===== src/rtl/if_fetch_stage_pkg.sv =====
// if_fetch_stage_pkg: shared widths, reset values and FSM states for the fetch stage
package if_fetch_stage_pkg;
    localparam int PC_W    = 16;
    localparam int INSTR_W = 32;
    localparam logic [PC_W-1:0] RESET_PC = 16'h0000;
    localparam logic [PC_W-1:0] PC_STEP  = 16'd2;
    typedef enum logic [1:0] {BOOT = 2'd0, RUN = 2'd1, HALTED = 2'd2} state_t;
endpackage


===== src/rtl/if_fetch_stage_if.sv =====
// if_fetch_stage_if: instruction-memory, control and IF/ID output signals of the fetch stage
interface if_fetch_stage_if;
    import if_fetch_stage_pkg::*;
    logic [PC_W-1:0]    imem_pc;
    logic [INSTR_W-1:0] imem_instr;
    logic               redirect_vld;
    logic [PC_W-1:0]    redirect_pc;
    logic               halt_req;
    logic               out_valid;
    logic               out_ready;
    logic [INSTR_W-1:0] out_instr;
    logic [PC_W-1:0]    out_pc;
    logic               halted;
    logic [15:0]        fetch_cnt;
    modport master (
        output imem_pc, out_valid, out_instr, out_pc, halted, fetch_cnt,
        input  imem_instr, redirect_vld, redirect_pc, halt_req, out_ready
    );
    modport slave (
        input  imem_pc, out_valid, out_instr, out_pc, halted, fetch_cnt,
        output imem_instr, redirect_vld, redirect_pc, halt_req, out_ready
    );
endinterface


===== src/rtl/if_fetch_stage_if_id_reg.sv =====
// if_fetch_stage_if_id_reg: single-entry valid/ready holding register with flush
module if_fetch_stage_if_id_reg #(
    parameter int W = 48
) (
    input  logic         clk,
    input  logic         rst,
    input  logic         load,
    input  logic         flush,
    input  logic         ready,
    input  logic [W-1:0] in_data,
    output logic         valid,
    output logic [W-1:0] data
);
    logic         valid_q, valid_d;
    logic [W-1:0] data_q, data_d;

    // flush beats load; an accepted entry with nothing new behind it drains
    always_comb begin
        valid_d = flush ? 1'b0 : load ? 1'b1 : (valid_q & ready) ? 1'b0 : valid_q;
        data_d  = (load & ~flush) ? in_data : data_q;
    end

    // entry storage, cleared immediately on reset
    always_ff @(posedge clk or posedge rst) begin
        if (rst) begin
            valid_q <= 1'b0;
            data_q  <= '0;
        end else begin
            valid_q <= valid_d;
            data_q  <= data_d;
        end
    end

    assign valid = valid_q;
    assign data  = data_q;
endmodule


===== src/rtl/if_fetch_stage.sv =====
// if_fetch_stage: program counter, fetch FSM and fetch counter feeding the IF/ID register
module if_fetch_stage
    import if_fetch_stage_pkg::*;
(
    input logic             clk,
    input logic             rst,
    if_fetch_stage_if.master bus
);
    state_t                     state_q, state_d;
    logic [PC_W-1:0]            pc_q, pc_d;
    logic [15:0]                cnt_q, cnt_d;
    logic                       fire;
    logic [PC_W+INSTR_W-1:0]    out_data;

    // redirect outranks halt, which outranks a normal fetch
    always_comb begin
        fire    = (state_q == RUN) & ~bus.redirect_vld & ~bus.halt_req & (~bus.out_valid | bus.out_ready);
        state_d = bus.redirect_vld ? RUN :
                  (state_q == BOOT) ? RUN :
                  (state_q == RUN && bus.halt_req) ? HALTED : state_q;
        pc_d    = bus.redirect_vld ? {bus.redirect_pc[PC_W-1:1], 1'b0} :
                  fire ? pc_q + PC_STEP : pc_q;
        cnt_d   = (fire && cnt_q != 16'hFFFF) ? cnt_q + 16'd1 : cnt_q;
    end

    // stage state, returned to boot immediately on reset
    always_ff @(posedge clk or posedge rst) begin
        if (rst) begin
            state_q <= BOOT;
            pc_q    <= RESET_PC;
            cnt_q   <= '0;
        end else begin
            state_q <= state_d;
            pc_q    <= pc_d;
            cnt_q   <= cnt_d;
        end
    end

    if_fetch_stage_if_id_reg #(.W(PC_W + INSTR_W)) u_if_id (
        .clk     (clk),
        .rst     (rst),
        .load    (fire),
        .flush   (bus.redirect_vld),
        .ready   (bus.out_ready),
        .in_data ({pc_q, bus.imem_instr}),
        .valid   (bus.out_valid),
        .data    (out_data)
    );

    assign bus.imem_pc   = pc_q;
    assign bus.out_pc    = out_data[PC_W+INSTR_W-1:INSTR_W];
    assign bus.out_instr = out_data[INSTR_W-1:0];
    assign bus.halted    = (state_q == HALTED);
    assign bus.fetch_cnt = cnt_q;
endmodule


===== src/flat_wrapper.sv =====
// flat-port wrapper written by rule: the top's interface ports become plain ports
module if_fetch_stage_flat import if_fetch_stage_pkg::*;
  (clk, rst, bus_imem_pc, bus_out_valid, bus_out_instr, bus_out_pc, bus_halted, bus_fetch_cnt, bus_imem_instr, bus_redirect_vld, bus_redirect_pc, bus_halt_req, bus_out_ready);
  if_fetch_stage_if bus_i ();
  input logic clk;
  input logic rst;
  output wire logic [$bits(bus_i.imem_pc)-1:0] bus_imem_pc;
  output wire logic [$bits(bus_i.out_valid)-1:0] bus_out_valid;
  output wire logic [$bits(bus_i.out_instr)-1:0] bus_out_instr;
  output wire logic [$bits(bus_i.out_pc)-1:0] bus_out_pc;
  output wire logic [$bits(bus_i.halted)-1:0] bus_halted;
  output wire logic [$bits(bus_i.fetch_cnt)-1:0] bus_fetch_cnt;
  input wire logic [$bits(bus_i.imem_instr)-1:0] bus_imem_instr;
  input wire logic [$bits(bus_i.redirect_vld)-1:0] bus_redirect_vld;
  input wire logic [$bits(bus_i.redirect_pc)-1:0] bus_redirect_pc;
  input wire logic [$bits(bus_i.halt_req)-1:0] bus_halt_req;
  input wire logic [$bits(bus_i.out_ready)-1:0] bus_out_ready;
  assign bus_imem_pc = bus_i.imem_pc;
  assign bus_out_valid = bus_i.out_valid;
  assign bus_out_instr = bus_i.out_instr;
  assign bus_out_pc = bus_i.out_pc;
  assign bus_halted = bus_i.halted;
  assign bus_fetch_cnt = bus_i.fetch_cnt;
  assign bus_i.imem_instr = bus_imem_instr;
  assign bus_i.redirect_vld = bus_redirect_vld;
  assign bus_i.redirect_pc = bus_redirect_pc;
  assign bus_i.halt_req = bus_halt_req;
  assign bus_i.out_ready = bus_out_ready;
  if_fetch_stage u_core (.clk(clk), .rst(rst), .bus(bus_i));
endmodule

===== config.mk =====
export PLATFORM = sky130hd
export DESIGN_NAME = if_fetch_stage_flat
export DESIGN_NICKNAME = d
export VERILOG_FILES = /design/src/rtl/if_fetch_stage_pkg.sv /design/src/rtl/if_fetch_stage_if.sv /design/src/rtl/if_fetch_stage_if_id_reg.sv /design/src/rtl/if_fetch_stage.sv /design/src/flat_wrapper.sv
export SDC_FILE = /design/constraint.sdc
export NUM_CORES = 1
export LEC_CHECK = 0
export ABC_AREA = 1
export CAP_MARGIN = 20
export CORE_MARGIN = 4
export CORE_UTILIZATION = 26
export DETAILED_ROUTE_END_ITERATION = 10
export DONT_BUFFER_PORTS = 1
export GPL_TIMING_DRIVEN = 0
export SLEW_MARGIN = 20
export SYNTH_ARGS = -nofsm -noshare
export SYNTH_HDL_FRONTEND = slang
export SYNTH_SLANG_ARGS = --single-unit

===== constraint.sdc =====
create_clock -name clk -period 5.8 [get_ports clk]
set_input_delay 1.16 -clock clk [delete_from_list [all_inputs] [get_ports clk]]
set_output_delay 1.16 -clock clk [all_outputs]
set_load 0.02 [all_outputs]

==> Word-level counts from Yosys, hierarchy flattened <==
Cells that the tools add are included.
{ "classes": {"n_addsub": 2, "eq_ne": 3, "n_mux": 8, "bitwise_logic": 9, "n_reduce_logical": 6} }
{ "op_table": {"columns": ["operator", "count"], "rows": [
  ["two-way mux 16 bit", 2],
  ["adder 16 x 1 -> 16 bit (second input constant)", 1],
  ["adder 16 x 2 -> 16 bit (second input constant)", 1],
  ["!= test 16 bit (second input constant)", 1],
  ["two-way mux 2 bit", 3],
  ["nonzero test 3 bit", 2],
  ["AND 1 bit", 5],
  ["two-way mux 1 bit", 3],
  ["inverter 1 bit", 3],
  ["equality test 2 x 1 -> 1 bit (second input constant)", 1],
  ["equality test 2 bit (second input constant)", 1],
  ["logical AND 1 bit", 2],
  ["logical NOT 2 bit", 1],
  ["nonzero test 2 bit", 1],
  ["bitwise OR 1 bit", 1]
]} }
{ "word_totals": {"register_bits": 83, "in_bits": 53} }

==> Logic depth before layout (Yosys ltp) <==
{ "logic_depth": {"ltp_word": 6, "mapped_depth": 10, "ltp_nobuf": 9} }

==> Cells and area by module <==
Synthesis repeated with hierarchy kept, for this count alone.
{ "unflattened": {"hier_cells": 534, "area_unflattened_um2": 4140.2} }
{ "by_module_without_submodules": {"columns": ["mod", "instances", "cells_per_inst", "area_per_inst_um2"], "rows": [
  ["if_fetch_stage", 1, 320, 2210.9],
  ["if_fetch_stage_if_id_reg", 1, 214, 1929.4]
]} }

==> Worst setup path before layout <==
No wires, ideal clock.
{ "synth_timing": {"kind": "input to register", "start": "input bus_redirect_vld", "end": "register u_core.pc_q[10] (netlist: u_core.bus.imem_pc[10])", "setup_ns": 0.125, "arrival_ns": 1.930, "required_time_ns": 5.675, "slack_ns": 3.745, "path_stages": 8, "path_buffers": 2, "cell_sequence": "buf_2 -> a21oi_2 -> nand2_2 -> buf_2 -> nand2_2 -> inv_2 -> nand2_1 -> nand3_1"} }
{ "synth_via": {"elab_chain_cells": 5, "elab_cells_between_ends": 6, "classes_between": "mux (1); bitwise (4); reduce/logical (1)"} }
{ "synth_rtl": {"columns": ["item", "line", "rtl"], "rows": [
  ["start, declared", "flat_wrapper.sv:14", "input wire logic [$bits(bus_i.redirect_vld)-1:0] bus_redirect_vld;"],
  ["inverter 1 bit", "if_fetch_stage.sv:17", "fire = (state_q == RUN) & ~bus.redirect_vld & ~bus.halt_req & (~bus.out_valid | bus.out_ready);"],
  ["AND 1 bit (3 in series)", "if_fetch_stage.sv:17", null],
  ["nonzero test 2 bit (no source line)", null, null],
  ["end signal, assigned", "if_fetch_stage.sv:34", "pc_q <= pc_d;"],
  ["end, declared", "if_fetch_stage.sv:10", "logic [PC_W-1:0] pc_q, pc_d;"]
]} }
Parallel ways exist; a longest one is shown, timed or not.
A chain may end at the register's enable or synchronous reset.

==> Worst setup path in the final report <==
{ "layout_timing": {"start": "register u_core.state_q[0]", "end": "output bus_halted"} }
{ "layout_via": {"elab_chain_cells": 1} }
{ "layout_rtl": {"columns": ["item", "line", "rtl"], "rows": [
  ["start, declared", "if_fetch_stage.sv:9", "state_t state_q, state_d;"],
  ["start signal, assigned", "if_fetch_stage.sv:33", "state_q <= state_d;"],
  ["equality test 2 bit", "if_fetch_stage.sv:53", "assign bus.halted = (state_q == HALTED);"],
  ["end, declared", "flat_wrapper.sv:11", "output wire logic [$bits(bus_i.halted)-1:0] bus_halted;"]
]} }
No other way between the ends.

==> results by group <==
Routing
  – Avg Vias per Cell: 4.47
  – Residual antenna-violating net count after detailed routing: 0
  – Average wire length per cell after detail routing: 15.3 um
  – Aggregate routed wire length: ~11 mm
  – DR iter-0 viols: 119
  – Count of TritonRoute iterations in the first routing pass: 4
  – Via count of the routed design: between 3000 and 4000
  – DRC Markers: 0

Setup path
  – Cell-by-cell listing of the critical path: nor2_1
  – Element type at the critical path end: output port
  – Largest incremental delay on the critical path: 410 ps
  – Endpoint required time on the critical path: 4640 ps
  – Slowest cell on the critical path: sky130_fd_sc_hd__dfrtp_1
  – Top cell family by delay on the critical path: flip-flops
  – Arrival time of data at the critical path endpoint: about 1100 ps
  – Kind of critical path: flip-flop to output port
  – Crit path buf inv count: 0
  – Maximum fanout along the worst path: 4
  – Setup crit start kind: flip-flop

Cells and area
  – Ratio of cells with drive above 1 in the final layout: 10.1%
  – Layout Nets: around 580
  – Antenna fix cells: 0
  – Most common cell after layout, fill and taps aside: sky130_fd_sc_hd__nand2_1
  – Synthesis-to-layout area growth: 14.5%
  – Register Area: about 0.0020 mm^2
  – Number of cells in the finished layout apart from fillers: 709
  – Top library cells by usage in the layout, fill and taps aside: 237 x sky130_fd_sc_hd__nand2_1, 81 x sky130_fd_sc_hd__dfrtp_1, 40 x sky130_fd_sc_hd__nor2_1
  – Multi-input gate area: 0.00163 mm^2
  – Core utilization of the finished layout: between 30% and 40%
  – Final Instance Area: 0.00445 mm^2
  – Fillcell total: 1563

Clock tree
  – CTS Buffer Depth: 2
  – TritonCTS clock tree: built
  – Number of buffers inserted to repair setup after CTS: 0
  – Clock Sinks: 81
  – Clk Tree Root Cell: sky130_fd_sc_hd__clkbuf_16
  – Cts hold-fix bufs: 0
  – TritonCTS buffer count: 9
  – H-Tree Depth: 3
  – Post-cts gate resize count: 0
  – Clock transition at path regs: ~70 ps
  – Latest clock arrival within the worst-skew pair: 340 ps

Die
  – Area enclosed by the die boundary: 0.0170 mm^2
  – Total core area: 0.0146 mm^2
  – Standard-cell rows: 44
  – Starting Density: 26.7%
  – Die extent in y: between 100 and 150 um
  – Horizontal die dimension: about 130 um
  – Count of pins on the block boundary: between 100 and 150

Logic synthesis
  – Warning count from the yosys run: 0
  – Register area share after synthesis: ~52%
  – Library cells used by synthesis: 28
  – Synthesized cell area: 0.00389 mm^2
  – Mean instance size in the synthesized netlist: 7.67 um^2
  – Synthesis-stage register bit count: between 80 and 90
  – Cell count after synthesis: 507

Placement
  – DP Wirelength: about 8.1 mm
  – Final RePlAce weighted congestion: 0.762
  – Placed cell areas: 0.00415 mm^2
  – Number of input and output port buffers inserted: 0
  – Number of cells in the design after placement: 693
  – Post-place setup slack: 3430 ps

Flow run
  – Number of max-capacitance violations reported: 0

STA
  – Number of max-slew violations in the final report: 0
  – Setup slack of the critical path after layout: about 3600 ps
  – Hold Violations, Final: 0
  – Post-Route Setup TNS: 0 ps
  – Worst clock skew: around 12 ps
  – Final setup vio count: 0
  – Final worst-path cycle share: 38.7%
  – Setup repair after global routing missed its margin: no
  – Worst-margin pin slew: ~550 ps
  – FMAX: 0.445 GHz
  – Slew HR: between 60 and 70%
  – Post-route minimum period: 2250 ps
  – Final hold slack: around 480 ps

Status
  – Run status: finished, final reports clean

Pwr
  – Reported leakage power: approximately 2.2 nW
  – Power density over cell area: 382 mW/mm^2
  – Max VDD drop: 0.130 mV
  – Total power draw: 1.70 mW

GRT
  – Initial antenna violation count: 0
  – Total Routing Usage GR: between 10% and 20%
  – Total congestion overflow after global routing: 0
  – Number of global-route vias before repair: 3029
  – Global-route wire length before repair: 16.7 mm
  – Largest net degree at the start of global routing: 53

Hold path
  – Hold/Removal Path Class: flip-flop to flip-flop
==> tightest hold or removal path: stages (launching register included) <==
cell                      delay (ps)
sky130_fd_sc_hd__dfrtp_1         340
sky130_fd_sc_hd__nand2_1          60
sky130_fd_sc_hd__nand2_1          50
==> final cells by class <==
class / instances / area share, %
Timing Repair Buffer: 1 / 0.618
Buffer: 18 / 2.33
Tap cell: 184 / 5.17
Clock buffer: 9 / 5.06
Sequential cell: 81 / 45.5
Multi-Input combinational cell: 373 / 36.5
Inverter: 36 / 3.12
Clock inverter: 7 / 1.66
==> kinds of logic after synthesis <==
| group | after synthesis | share of synthesized area (%) |
|---|---|---|
| simple gates | 334 | 35.3 |
| compound gates | 27 | 3.89 |
| fa+ha+maj | 2 | 0.643 |
| other cells | 1 | 0.0964 |
| buf+inv | 54 | 6.18 |
| xor+xnor | 8 | 1.80 |
| flops | 81 | 52.1 |
==> cell usage after synthesis <==
cell type | count | area (um^2)
sky130_fd_sc_hd__a21oi_1 | 2 | 10.0
sky130_fd_sc_hd__a21oi_2 | 2 | 17.5
sky130_fd_sc_hd__buf_2 | 14 | 70.1
sky130_fd_sc_hd__buf_4 | 2 | 15.0
sky130_fd_sc_hd__buf_8 | 1 | 15.0
sky130_fd_sc_hd__clkbuf_1 | 1 | 3.75
sky130_fd_sc_hd__clkinv_2 | 1 | 5.00
sky130_fd_sc_hd__conb_1 | 1 | 3.75
sky130_fd_sc_hd__dfrtp_1 | 81 | 2030
sky130_fd_sc_hd__ha_1 | 2 | 25.0
sky130_fd_sc_hd__inv_1 | 31 | 116
sky130_fd_sc_hd__inv_2 | 4 | 15.0
sky130_fd_sc_hd__nand2_1 | 237 | 890
sky130_fd_sc_hd__nand2_2 | 5 | 31.3
sky130_fd_sc_hd__nand2_4 | 1 | 11.3
sky130_fd_sc_hd__nand3_1 | 37 | 185
sky130_fd_sc_hd__nand3_2 | 1 | 10.0
sky130_fd_sc_hd__nand4_1 | 8 | 50.1
sky130_fd_sc_hd__nor2_1 | 40 | 150
sky130_fd_sc_hd__nor2_4 | 3 | 33.8
sky130_fd_sc_hd__nor3_1 | 1 | 5.00
sky130_fd_sc_hd__o211ai_1 | 3 | 22.5
sky130_fd_sc_hd__o21ai_0 | 11 | 55.1
sky130_fd_sc_hd__o21ai_1 | 8 | 40.0
sky130_fd_sc_hd__o22ai_1 | 1 | 6.26
sky130_fd_sc_hd__or2_2 | 1 | 6.26
sky130_fd_sc_hd__xnor2_1 | 7 | 61.3
sky130_fd_sc_hd__xor2_1 | 1 | 8.76
==> metal layers <==
metal / wire length (um) / track usage [%] / vias up / part of all wire, %
li1: - / - / 1608 / -
met1: 4630 / 16.5 / 1439 / 43
met2: 4820 / 19.4 / 109 / 44
met3: 1240 / 5.36 / 14 / 11
met4: 150 / 4.95 / 0 / 1.4
met5: 0 / 0 / - / 0
==> final timing paths <==
path | startpoint | endpoint | cells after the start | slack [ps]
worst min-delay path | u_core.state_q[1] | u_core.state_q[0] | 2 | 480
min in group asynchronous | rst | u_core.state_q[0] | 1 | 700
worst min register to register | u_core.state_q[1] | u_core.state_q[0] | 2 | 480
worst max-delay path | u_core.state_q[0] | bus_halted | 1 | 3550
worst max register to register | u_core.bus.fetch_cnt[0] | u_core.bus.fetch_cnt[4] | 9 | 4050
max in group asynchronous | rst | u_core.u_if_id.data[26] | 2 | 4510
==> flip-flops by register name, indices dropped and copies added (netlist names) <==
name / count
u_core.u_if_id.data: 47
u_core.bus.fetch_cnt: 16
u_core.bus.imem_pc: 15
u_core.state_q: 2
u_core.u_if_id.valid: 1
==> where the power goes <==
| group | total [mW] | switching, mW | internal (mW) |
|---|---|---|---|
| clock network | 0.584 | 0.248 | 0.337 |
| registers | 0.916 | 0.244 | 0.672 |
| logic | 0.202 | 0.123 | 0.0786 |
Note: power is estimated with default switching activity, not from simulation.
